[src/rtl/exce_trap_pkg.sv]
`default_nettype none
// ============================================================================
// Module      : exce_trap_pkg
// Description : Cause codes, priority table and FSM encoding for exce_trap.
// Revision    : 1.0 - initial release
// ============================================================================
package exce_trap_pkg;

  localparam logic [3:0] EXC_IAM = 4'd0;
  localparam logic [3:0] EXC_IAF = 4'd1;
  localparam logic [3:0] EXC_LAM = 4'd4;
  localparam logic [3:0] EXC_LAF = 4'd5;
  localparam logic [3:0] EXC_SAM = 4'd6;
  localparam logic [3:0] EXC_SAF = 4'd7;
  localparam logic [3:0] EXC_IPF = 4'd12;
  localparam logic [3:0] EXC_LPF = 4'd13;
  localparam logic [3:0] EXC_SPF = 4'd15;

  localparam int N_CAUSE = 9;

  // Codes packed by rank: slice 0 belongs to the highest-priority request.
  localparam logic [4*N_CAUSE-1:0] EXC_PRIO_CODES = {
    EXC_LAF, EXC_SAF, EXC_LPF, EXC_SPF, EXC_LAM,
    EXC_SAM, EXC_IAM, EXC_IAF, EXC_IPF
  };

  typedef enum logic [1:0] {
    IDLE = 2'b00,
    PEND = 2'b01,
    HOLD = 2'b10
  } trap_state_e;

endpackage
`default_nettype wire

[src/rtl/exce_prio_enc.sv]
`default_nettype none
// ============================================================================
// Module      : exce_prio_enc
// Description : 9-input priority encoder; req[0] is the highest rank.
// Revision    : 1.0 - initial release
// ============================================================================
module exce_prio_enc
  import exce_trap_pkg::*;
#(
  parameter logic [4*N_CAUSE-1:0] CODES = EXC_PRIO_CODES
) (
  input  logic [N_CAUSE-1:0] req,
  output logic [3:0]         code,
  output logic               valid
);

  // Scan from lowest rank upward so the highest asserted rank is written last.
  always_comb begin
    code  = 4'd0;
    valid = |req;
    for (int i = N_CAUSE - 1; i >= 0; i--) begin
      if (req[i]) code = CODES[4*i +: 4];
    end
  end

endmodule
`default_nettype wire

[src/rtl/exce_trap.sv]
`default_nettype none
// ============================================================================
// Module      : exce_trap
// Description : Latches the first BIU fault, handshakes a trap with the CPU.
// Revision    : 1.0 - initial release
// ============================================================================
module exce_trap
  import exce_trap_pkg::*;
#(
  parameter int unsigned HOLDOFF  = 2,
  parameter bit          MTVAL_EN = 1'b1
) (
  input  logic        clk,
  input  logic        rst,
  input  logic        ins_addr_mis,
  input  logic        ins_acc_fault,
  input  logic        load_addr_mis,
  input  logic        load_acc_fault,
  input  logic        st_addr_mis,
  input  logic        st_acc_fault,
  input  logic        ins_page_fault,
  input  logic        ld_page_fault,
  input  logic        st_page_fault,
  input  logic [31:0] fault_addr,
  input  logic        flush,
  input  logic        trap_ack,
  output logic        trap_req,
  output logic [31:0] mcause,
  output logic [31:0] mtval,
  output logic        exce_busy
);

  localparam logic [3:0] c_hold_load = 4'(HOLDOFF - 1);

  logic [N_CAUSE-1:0] w_req;
  logic [3:0]         w_code;
  logic               w_valid;
  trap_state_e        r_state;
  trap_state_e        w_state_nxt;
  logic [3:0]         r_cnt;
  logic [3:0]         w_cnt_nxt;
  logic               w_capture;
  logic [3:0]         r_code;
  logic [31:0]        r_mtval;

  // Rank order must match EXC_PRIO_CODES.
  assign w_req = {load_acc_fault, st_acc_fault, ld_page_fault, st_page_fault,
                  load_addr_mis, st_addr_mis, ins_addr_mis, ins_acc_fault,
                  ins_page_fault};

  exce_prio_enc u_prio_enc (
    .req   (w_req),
    .code  (w_code),
    .valid (w_valid)
  );

  always_ff @(posedge clk or negedge rst) begin
    if (!rst) begin
      r_state <= IDLE;
      r_cnt   <= 4'd0;
    end else begin
      r_state <= w_state_nxt;
      r_cnt   <= w_cnt_nxt;
    end
  end

  always_comb begin
    w_state_nxt = r_state;
    w_cnt_nxt   = r_cnt;
    w_capture   = 1'b0;
    if (flush) begin
      w_state_nxt = IDLE;
      w_cnt_nxt   = 4'd0;
    end else begin
      case (r_state)
        IDLE: begin
          if (w_valid) begin
            w_capture   = 1'b1;
            w_state_nxt = PEND;
          end
        end
        PEND: begin
          if (trap_ack) begin
            w_state_nxt = HOLD;
            w_cnt_nxt   = c_hold_load;
          end
        end
        HOLD: begin
          if (r_cnt == 4'd0) w_state_nxt = IDLE;
          else               w_cnt_nxt   = r_cnt - 4'd1;
        end
        default: w_state_nxt = IDLE;
      endcase
    end
  end

  always_ff @(posedge clk or negedge rst) begin
    if (!rst) begin
      r_code  <= 4'd0;
      r_mtval <= 32'd0;
    end else if (w_capture) begin
      r_code  <= w_code;
      r_mtval <= MTVAL_EN ? fault_addr : 32'd0;
    end
  end

  assign trap_req  = (r_state == PEND);
  assign exce_busy = (r_state != IDLE);
  assign mcause    = {28'd0, r_code};
  assign mtval     = r_mtval;

endmodule
`default_nettype wire

[config.mk]
export PLATFORM = sky130hd
export DESIGN_NAME = exce_trap
export DESIGN_NICKNAME = d
export VERILOG_FILES = /design/src/rtl/exce_trap_pkg.sv /design/src/rtl/exce_prio_enc.sv /design/src/rtl/exce_trap.sv
export SDC_FILE = /design/constraint.sdc
export NUM_CORES = 1
export LEC_CHECK = 0
export CAP_MARGIN = 20
export CORE_UTILIZATION = 25
export DETAILED_ROUTE_END_ITERATION = 12
export HOLD_SLACK_MARGIN = 0.06
export PLACE_DENSITY = 0.6
export SLEW_MARGIN = 20
export SYNTH_ARGS = -nofsm -noshare
export SYNTH_HDL_FRONTEND = slang
export SYNTH_SLANG_ARGS = --single-unit
[constraint.sdc]
create_clock -name clk -period 1.81 [get_ports clk]
set_input_delay 0.362 -clock clk [delete_from_list [all_inputs] [get_ports clk]]
set_output_delay 0.362 -clock clk [all_outputs]
set_load 0.03 [all_outputs]
==> flow_summary.toml <==
[run_status]
status = "finished clean"

[yosys]
synth_compound_area_share_pct = 4.84
yosys.area_share.simple_pct = 11.1
synth_warnings = 0
synth_mux_area_share_pct = 20.3
synthArstFlopShare_pct = 100
synth-seq-cells = 42
ys_seq_area_share_pct = 49.0
synth_cells = 161
ys_dominant_reg_cell = "dfrtp_1"
synthAdderAreaFrac_pct = 1.17
synth_area_leader_cell = "dfrtp_1"
ys_types = 40
avgSynthCellArea_sq_um = 13.3
yosys.area.top_type_share_pct = 49.0
synthXorXnorAreaFrac_pct = 0
yosys-top-cells-area = "dfrtp_1, mux2_4, buf_4, mux2_1, buf_12"
synth-edff-count = 0
syn_area_sq_um = 2150
synth_top_family_by_area = "multiplexers"

[cts]
cts-root-buf = "clkbuf_8"
cts_tree = "done"
clk_latency_ns = 0.29
cts_buffer_depth = 2
numClockSinks = 42
path_clk_slew_ns = 0.08
numCtsBuffers = 5
cts_max_level = 2

[finish]
fill_cells = 806
nNetsFinal = 321
final_layout_size_suffix_gt1_share_pct = 24.4
register_area_sq_um = 1050
multiInputGateArea_sq_um = 922
syn_to_final_growth_pct = 54.3
antenna_cells_inserted = 0

[die]
pin_count = 111
die_area_sq_um = 8960
rows = 33
core_area_sq_um = 8260
dieHeight_microns = 94.6
start_util_pct = 26.0
die_w_microns = 94.6

[sta]
final.period_utilization_pct = 98.6
finalHoldViolations = 0
finalSetupTns_ns = 0
clock_skew_ns = 0.00600
setup_violations = 0
fmax_ghz = 0.561
maxSlewViolCount = 0
period_needed_ns = 1.78

[placement]
port_buffers = 82
place_hpwl_mm = 3.45
gp_congestion = 0.731

[grt]
grt_pass1_vias = 1640
grt_overflow = 0
grt_max_degree = 23
antenna_found_initial = 0
grtUsageTotal_pct = 10.8
grt_pass1_wl_mm = 7.53

[setup_path]
path_class = "input pin to flop"
start_kind = "input pin"
worst_ep_required_time_ns = 1.98
endpoint_kind = "flop"
worstRegToRegCells = 7
r2r_slack_ns = 0.11
path_max_fanout = 13
arrival_ns = 1.96

[route]
via_count = 1542
drcViolationCount = 0
antenna_left = 0
vias_per_cell = 4.06
drt_iter0_markers = 15
wire_per_inst_microns = 12.0
firstDrtPassIters = 3
routed_wl_mm = 4.57

[power_and_ir_drop]
static-leakage-power_nw = 1.55
ir_drop_uv = 501
p_per_area_nw_per_um2 = 961
finalPower_mw = 3.18

[job]
maxCapViolations = 0

[hold_path]
hold_depth = 1
min_path_type = "flop to flop"
## sequential cells by signal (all words and copies together), names as in the netlist
| register | cells |
|---|---|
| mtval | 32 |
| r_cnt | 4 |
| r_code | 4 |
| r_state | 2 |
## path summary, 6_finish.rpt
kind,startpoint,to
hold / removal,r_code[0],r_code[0]
setup / recovery,st_acc_fault,mtval[17]
min in group asynchronous,rst,mtval[11]
max in group asynchronous,rst,mtval[7]
setup reg to reg,r_cnt[1],r_cnt[1]
hold reg to reg,r_code[0],r_code[0]
## power by group
| group | switching [mW] | leakage [nW] | internal [mW] | total, mW |
|---|---|---|---|---|
| clock network | 0.317 | 0.0482 | 0.308 | 0.625 |
| registers | 0.108 | 0.503 | 1.12 | 1.22 |
| logic | 0.675 | 1.00 | 0.655 | 1.33 |
## routing by layer
layer	track usage, %	part of all wire, %	vias up
li1	-	-	728
met1	13.4	43	747
met2	17.9	48	62
met3	4.11	8.2	5
met4	2.15	0.96	0
met5	0	0	-
## placed cells by master, fill, tap and decap left out, types with 3 or more instances in the layout
master | Yosys | routed
conb_1 | 1 | 28
buf_4 | 28 | 21
dfrtp_1 | 42 | 42
mux2_4 | 20 | 21
buf_12 | 2 | 3
dlygate4sd2_1 | 0 | 7
mux2_1 | 12 | 11
inv_1 | 5 | 4
clkbuf_8 | 0 | 6
nand3_1 | 3 | 3
buf_6 | 0 | 3
clkdlybuf4s50_1 | 0 | 73
nand2_1 | 5 | 5
nor2_1 | 4 | 4
## layout make-up
| class | count | area share, % |
|---|---|---|
| timing repair buffer | 111 | 33.1 |
| sequential | 42 | 31.7 |
| multi-input combinational | 109 | 27.9 |
| tap | 105 | 3.97 |
| clock buffer | 7 | 2.61 |
| inverter | 5 | 0.567 |
| clock inverter | 1 | 0.151 |
## kinds of logic after synthesis
group	Yosys count
flip-flops	42
buffers and inverters	37
AND/OR/NAND/NOR	33
multiplexers	32
AO/OA/AOI/OAI	14
adder cells (fa/ha/maj)	2
other	1
## stage by stage
stage | hold slack, ns | instance area, sq um | util, % | std cells | setup WS, ns
finish | 0.491 | 3310 | 40.1 | 380 | 0.0261
global route | 0.526 | 3310 | 40.1 | 380 | -0.00800
CTS | 0.496 | 3290 | 39.9 | 378 | 0.0184
detailed placement | 0.367 | 3140 | 38.0 | 366 | -0.454
global placement | 0.359 | 3140 | 38.0 | 366 | -0.408
floorplan | 0.0664 | 2250 | - | 188 | 0.0460
## timing repair
action	CTS	global route
endpoints found under the setup margin	35	19
gates resized for setup	15	2
gates cloned	1	0
setup buffers	2	2
endpoints found under the hold margin	20	0
pin swaps	4	3
hold buffers	1	0
## critical path, stage by stage
cell	delay (ns)
dlygate4sd2_1	0.25
or4_4	0.52
nand3b_4	0.21
nand2_8	0.13
buf_12	0.17
mux2_4	0.31
## synth_stat cells, types with 2 or more instances
master	count
a21o_1	2
a21oi_1	2
buf_12	2
buf_4	28
dfrtp_1	42
ha_1	2
inv_1	5
mux2_1	12
mux2_4	20
nand2_1	5
nand2b_1	2
nand3_1	3
nor2_1	4
nor2b_1	2
nor3_1	2
o21ai_0	2
or2_2	2
or3_1	2
No activity file was read; power rests on OpenSTA's default activity.
